File: src/rtl/gen_que_wr_arb.sv
// Round-robin burst arbiter driving the write side (push/din) of one gen_async_que.
// Optional stall timeout is compiled in with `define GEN_QUE_WR_ARB_TIMEOUT_EN.
module gen_que_wr_arb #(
  parameter int NREQ     = 4,
  parameter int WD       = 32,
  parameter int MAXBURST = 16,
  parameter int TO_CYC   = 64
) (
  input  logic                    clk,
  input  logic                    rst,
  input  logic [NREQ-1:0]         req_valid,
  input  logic [NREQ-1:0]         req_last,
  input  logic [NREQ*WD-1:0]      req_data,
  output logic [NREQ-1:0]         req_ready,
  output logic                    push,
  output logic [WD-1:0]           din,
  input  logic                    qfull,
  input  logic                    q_afull,
  output logic [$clog2(NREQ)-1:0] grant_id,
  output logic                    busy,
  output logic                    timeout_evt
);

  localparam int IW = $clog2(NREQ);
  localparam int BW = $clog2(MAXBURST) + 1;

  if (NREQ < 2 || NREQ > 16 || MAXBURST < 2 || MAXBURST > 256 || TO_CYC < 2) begin : g_param_err
    $error("gen_que_wr_arb: parameter out of range");
  end

  typedef enum logic {IDLE = 1'b0, XFER = 1'b1} state_e;

  state_e          state_q, state_d;
  logic [IW-1:0]   rr_ptr_q, rr_ptr_d;
  logic [IW-1:0]   grant_id_q, grant_id_d;
  logic [IW-1:0]   pick;
  logic            busy_q, busy_d;
  logic [BW-1:0]   beat_cnt_q, beat_cnt_d;
  logic            found;
  logic            beat_acc;
  logic            burst_end;

`ifdef GEN_QUE_WR_ARB_TIMEOUT_EN
  localparam int SW = $clog2(TO_CYC) + 1;
  logic [SW-1:0]   stall_cnt_q, stall_cnt_d;
  logic            timeout_q, timeout_d;
`endif

  // First valid requester at or after rr_ptr, wrapping modulo NREQ.
  always_comb begin
    int idx;
    idx   = 0;
    pick  = rr_ptr_q;
    found = 1'b0;
    for (int k = 0; k < NREQ; k++) begin
      idx = int'(rr_ptr_q) + k;
      if (idx >= NREQ) idx = idx - NREQ;
      if (!found && req_valid[idx]) begin
        pick  = IW'(idx);
        found = 1'b1;
      end
    end
  end

  assign beat_acc = (state_q == XFER) && req_valid[grant_id_q] && !qfull;

  // Next-state process.
  always_comb begin
    // NOTE: every next-state signal defaults to its current value first, so no path infers a latch.
    state_d    = state_q;
    rr_ptr_d   = rr_ptr_q;
    grant_id_d = grant_id_q;
    busy_d     = busy_q;
    beat_cnt_d = beat_cnt_q;
    burst_end  = 1'b0;
`ifdef GEN_QUE_WR_ARB_TIMEOUT_EN
    stall_cnt_d = stall_cnt_q;
    timeout_d   = 1'b0;
`endif
    case (state_q)
      IDLE: begin
        if (found && !q_afull) begin
          state_d    = XFER;
          grant_id_d = pick;
          busy_d     = 1'b1;
          beat_cnt_d = '0;
`ifdef GEN_QUE_WR_ARB_TIMEOUT_EN
          stall_cnt_d = '0;
`endif
        end
      end
      XFER: begin
        if (beat_acc) begin
          beat_cnt_d = beat_cnt_q + 1'b1;
          burst_end  = req_last[grant_id_q] || (beat_cnt_q == BW'(MAXBURST - 1));
`ifdef GEN_QUE_WR_ARB_TIMEOUT_EN
          stall_cnt_d = '0;
        end else if (!req_valid[grant_id_q]) begin
          // Only an absent requester counts as a stall; FIFO backpressure never times out.
          if (stall_cnt_q == SW'(TO_CYC - 1)) begin
            burst_end = 1'b1;
            timeout_d = 1'b1;
          end else begin
            stall_cnt_d = stall_cnt_q + 1'b1;
          end
`endif
        end
        if (burst_end) begin
          state_d  = IDLE;
          busy_d   = 1'b0;
          rr_ptr_d = (grant_id_q == IW'(NREQ - 1)) ? '0 : grant_id_q + 1'b1;
        end
      end
      default: state_d = IDLE;
    endcase
  end

  // State register.
  always_ff @(posedge clk) begin
    // NOTE: non-blocking assignments so every register samples pre-edge values together.
    if (rst) begin
      state_q    <= IDLE;
      rr_ptr_q   <= '0;
      grant_id_q <= '0;
      busy_q     <= 1'b0;
      beat_cnt_q <= '0;
    end else begin
      state_q    <= state_d;
      rr_ptr_q   <= rr_ptr_d;
      grant_id_q <= grant_id_d;
      busy_q     <= busy_d;
      beat_cnt_q <= beat_cnt_d;
    end
  end

`ifdef GEN_QUE_WR_ARB_TIMEOUT_EN
  always_ff @(posedge clk) begin
    if (rst) begin
      stall_cnt_q <= '0;
      timeout_q   <= 1'b0;
    end else begin
      stall_cnt_q <= stall_cnt_d;
      timeout_q   <= timeout_d;
    end
  end
  assign timeout_evt = timeout_q;
`else
  assign timeout_evt = 1'b0;
`endif

  // Output process: the FIFO-facing pins follow the current grant combinationally.
  always_comb begin
    req_ready = '0;
    push      = 1'b0;
    din       = req_data[grant_id_q*WD +: WD];
    if (!rst && state_q == XFER) begin
      req_ready[grant_id_q] = !qfull;
      push                  = beat_acc;
    end
  end

  assign grant_id = grant_id_q;
  assign busy     = busy_q;

endmodule

File: config.mk
export PLATFORM = sky130hd
export DESIGN_NAME = gen_que_wr_arb
export DESIGN_NICKNAME = d
export VERILOG_FILES = /design/src/rtl/gen_que_wr_arb.sv
export SDC_FILE = /design/constraint.sdc
export NUM_CORES = 1
export LEC_CHECK = 0
export ABC_AREA = 1
export BUFFER_PORTS_ARGS = -buffer_cell sky130_fd_sc_hd__buf_2
export CAP_MARGIN = 25
export CELL_PAD_IN_SITES_DETAIL_PLACEMENT = 0
export CELL_PAD_IN_SITES_GLOBAL_PLACEMENT = 1
export CORE_ASPECT_RATIO = 1.25
export CORE_UTILIZATION = 21
export DETAILED_ROUTE_END_ITERATION = 7
export PLACE_DENSITY_LB_ADDON = 0.25
export SYNTH_ARGS = -nofsm -noshare
export SYNTH_HDL_FRONTEND = slang
export SYNTH_SLANG_ARGS = --single-unit
File: constraint.sdc
create_clock -name clk -period 2.19 [get_ports clk]
set_clock_uncertainty 0.2 [all_clocks]
set_input_delay 0.1095 -clock clk [delete_from_list [all_inputs] [get_ports clk]]
set_output_delay 0.1095 -clock clk [all_outputs]
set_load 0.05 [all_outputs]
After elaboration in Yosys (flattened, before gate mapping)

Index checks and enable logic that the tools add are counted.

Flip-flop bits (word level): 11
Output and inout bits: 41

Add/subtract/negate cells: 9
Magnitude comparators: 10
Eq/ne operators: 5
Shifts and indexed selects: 1
Muxes and demuxes: 44
Bitwise logic cells: 2
Reductions and logical operators: 19

Operator list:

| cell                | count |
|---|---|
| $lt 32x4->1 const B | 4 |
| $mux 32             | 4 |
| $shiftx 128x8->32   | 1 |
| $mux 1              | 22 |
| $bmux 1 s2          | 6 |
| $sub 3x3->4 const B | 3 |
| $mux 2              | 5 |
| $mux 5              | 2 |
| $pmux 5 s2          | 1 |
| $ge 3x3->1 const B  | 3 |
| $logic_and 1x1->1   | 8 |
| $reduce_and 2->1    | 4 |
| $add 2x2->3 const B | 2 |
| $logic_not 1->1     | 6 |
| $add 5x1->5 const B | 1 |
| $eq 5x4->1 const B  | 1 |
| $and 4x4->4         | 1 |
| $mux 4              | 1 |
| $ne 2x1->1 const B  | 2 |
| $pmux 1 s2          | 2 |
| $sub 2x3->4 const B | 1 |
| $add 2x1->3 const B | 1 |
| $ge 2x3->1 const B  | 1 |
| $lt 2x3->1 const B  | 1 |
| 7 further kinds     | 7 |

Depth between registers and ports, before layout

Depth after elaboration: 18
Mapped depth: 13
Depth with buffers taken out: 12

Least setup slack after synthesis

No wires, ideal clock.

Path kind: register -> output
From: register grant_id_q[0] (netlist: grant_id[0])
To: output port req_ready[2]
Arrival: 2178 ps
Path slack: -298 ps
Stages on the path, launching flop included: 7
Cells stage by stage: dfxtp_1 -> inv_2 -> clkbuf_1 -> clkbuf_1 -> ha_1 -> nand2_1 -> nor2_1

Cells in the longest elaborated chain, start to end: 6
Elaborated cells between the ends (all ways): 7
Those cells by class: order compare (2); mux (3); bitwise (1); reduce/logical (1)

RTL lines:

| item                                                           | RTL line | RTL |
|---|---|---|
| from (decl)                                                    | 35       | `logic [IW-1:0] grant_id_q, grant_id_d;` |
| from (signal assigned)                                         | 130      | `grant_id_q <= grant_id_d;` |
| $lt 2x3->1 (not written as such) or $ge 2x1->1 (tied branches) | 157      | `req_ready[grant_id_q] = !qfull;` |
| $logic_and 1x1->1 (not written as such)                        | 157      |  |
| $mux 1 (not written as such)                                   | 157      |  |
| $demux 1 s2 (*)                                                | 157      |  |
| $and 4x4->4 (no source line) (*)                               | n/a      |  |
| $mux 4 (*)                                                     | 156      | `if (!rst && state_q == XFER) begin` |
| to (decl)                                                      | 14       | `output logic [NREQ-1:0] req_ready,` |

Mark *: on every way between the ends. The rest lies on a longest branch, timed or not.

Worst setup path in the final report

From: register grant_id_q[0] (netlist: grant_id[0])
To: output port din[0]

Cells in the longest elaborated chain, start to end: 1

RTL lines:

| item              | RTL line | RTL |
|---|---|---|
| $shiftx 128x8->32 | 155      | `din = req_data[grant_id_q*WD +: WD];` |
| to (decl)         | 16       | `output logic [WD-1:0] din,` |

No other way between the ends.

==> run summary <==
Outcome: completed
Synth cell types: 27
Number of synthesized flops with an enable pin: 0
Initial detailed-routing violation count: 129
Mapped Cells: 344
Synth Area in XOR/XNOR: 0.009682
# H-tree levels: 1
Yosys reg bits: 11
Initial antenna violation count: 0
Hold Crit Class: input pin to flip-flop
Unrepaired setup endpoints after global routing: no
Register Area: 225.2 sq um
Final std cells w/o fill: 610
Ys async rst share: 0
Slowest cell delay on critical path: 0.39 ns
CP endpoint kind: output pin
CTS sink count: 11
Synth Area in Compound Gates: 0.3548
Max cap viols: 0
Post-CTS Setup Inserts: 0
Remaining routing DRC violations: 0
Core Region: 8287 sq um
Nets: 659
Layout Utilization: 0.3713
Root Driver: clkbuf_8
Initial Util: 0.2183
Synth warn: 0
Worst vdd ir: 0.2531 mV
Total track usage: 0.1684
Chip Height: 105.8 um
I/O Pins: 181
CP Class: flip-flop to output pin
PD cells: 530.5 nW/um^2
Finish-stage setup viols: 0
Share of cells above drive strength 1: 0.4746
Final period utilization: 0.8988
Largest net degree at the start of global routing: 61
Syn avg cell area: 5.259 sq um
Crit Path Max Fanout: 48
Reg clk slew, reported paths: 0.05 ns
Multi-input logic area: 1629 sq um
Mux cell area share after synthesis: 0
Yosys top cell by area: o21ai_0
Worst-path cell with the longest stage delay: dfxtp_4
Worst Setup Start Kind: flip-flop
Leading cell type in the layout, fill and taps excluded: buf_2
DRT Pass-1 Iters: 4
Port buffer count: 179
Combinational family with the most area after synthesis: simple AND/OR/NAND/NOR gates
Global-route wire length before repair: 12570 um
Filler instances: 933
Critical path data arrival time: 1.66 ns
Post-Synth Adder-Cell Area: 0.04149
Setup TNS: 0 ns
Final wirelength: 7917 um
Fin crit period: 1.968 ns
Grt total ovfl: 0
CTS Buffer Depth: 2
Layout overhead on the synthesized area: 70.06%
Via count: 2927
Die area: 8993 sq um
Fmax: 0.5080 GHz
WL/cell: 12.98 um
Slew Viols, Final: 0
CTS tree: built
Top FF cell, synth: dfxtp_1
Synth Area in Simple Gates: 0.3728
Largest cells by area after synthesis: o21ai_0 (19%), nor2_1 (17%), dfxtp_1 (12%), nand2_1 (11%), o22ai_1 (11%)
HPWL after DPL: 6272 um
Vias in the first global route: 2756
Chip Width: 85.02 um
Final Hold Viols: 0
Sequential fraction of the synthesis area: 0.1217
Rows: 37
Syn_nets: 490
Yosys top cell area share: 0.1909
Antenna-violating nets left: 0
R2R Setup Slk: 0.41 ns
Required time of the critical path: 1.88 ns
Dpl cells: 604
Post-Syn Area: 1809 sq um
GP Congestion: 0.7934
Vias per cell: 4.798
Most frequent cells in the layout: buf_2 (179), nor2_1 (80), o21ai_0 (69)
CP cell instances: inv_2 > buf_6 > o21ai_0 > o22ai_1 > buf_2
Cts bufs inserted: 3
Leak: 0.001573 uW
Clock latency reported for the late side of the worst-skew pair: 0.24 ns
-- metal layers --
layer | routed length (um) | share of wire | track usage
met5 | 0 | 0 | 0
met4 | 17 | 0.0021 | 0.01816
met3 | 411 | 0.052 | 0.01096
met2 | 4203 | 0.53 | 0.3214
met1 | 3285 | 0.41 | 0.2097
-- critical path, delay by kind of cell (launching register included) --
family          cells  cell delay [ns]
buf+inv             3             0.75
compound gates      2             0.27
flops               1             0.39
-- worst paths after layout --
kind	startpoint	endpoint	depth (start not counted)
max	grant_id[0]$_SDFFE_PP0P_	din[0]	5
min	q_afull	busy$_SDFFE_PP0P_	4
max reg2reg	rr_ptr_q[0]$_SDFFE_PP0P_	beat_cnt_q[2]$_SDFFE_PP0P_	10
min reg2reg	beat_cnt_q[4]$_SDFFE_PP0P_	beat_cnt_q[4]$_SDFFE_PP0P_	2
-- registers in the layout, summed over array words and instances, names as in the netlist --
name / cells
beat_cnt_q: 5
grant_id: 2
rr_ptr_q: 2
busy: 1
state_q: 1
-- report_power, final --
| part | switching, uW | leakage, uW | total [uW] | internal (uW) |
|---|---|---|---|---|
| Sequential | 19.8 | 0.0000910 | 236 | 216 |
| Combinational | 822 | 0.00146 | 1190 | 364 |
| Clock | 81.8 | 0.0000228 | 210 | 128 |
| Total | 924 | 0.00157 | 1630 | 708 |
-- cell type report --
cell class | instances | share of cell area
Clock buffer | 4 | 0.01464
Tap cell | 97 | 0.03945
Inverter | 17 | 0.02074
Timing Repair Buffer | 189 | 0.3217
Sequential cell | 11 | 0.07320
Antenna cell | 1 | 0.0008133
Multi-Input combinational cell | 291 | 0.5295
-- metrics by stage --
| step | cell area [sq um] | setup slack (ns) | power (uW) | hold WS (ns) |
|---|---|---|---|---|
| after floorplan | 2023 | 0.009679 | 1098 | -0.02143 |
| after global placement | 3008 | 0.3657 | 1424 | 0.1907 |
| after detailed placement | 3008 | 0.3249 | 1430 | 0.1943 |
| after CTS | 3063 | 0.06773 | 1645 | 0.03251 |
| after global routing | 3074 | 0.08825 | 1745 | 0.05548 |
| final | 3077 | 0.2216 | 1632 | 0.03437 |
-- cells by family (layout without fill, tap and decap cells) --
group,Yosys count,in the layout
AND/OR/NAND/NOR,163,163
AO/OA/AOI/OAI,119,119
buffers and inverters,42,210
flip-flops,11,11
adder cells (fa/ha/maj),6,6
XOR/XNOR,2,2
other,1,2
-- Yosys cell counts, types with 5 or more instances --
master,count
a21oi_1,10
nand3_1,13
o21ai_1,5
inv_2,5
clkbuf_1,17
inv_1,12
nor2_1,84
o22ai_1,33
dfxtp_1,11
ha_1,6
o21ai_0,69
nand2_1,55
-- what timing repair did --
item,in CTS,in global routing
resized for setup,0,4
setup endpoints to repair,0,24
hold buffers,1,0
hold endpoints to repair,3,0
Note: power is estimated with default switching activity, not from simulation.
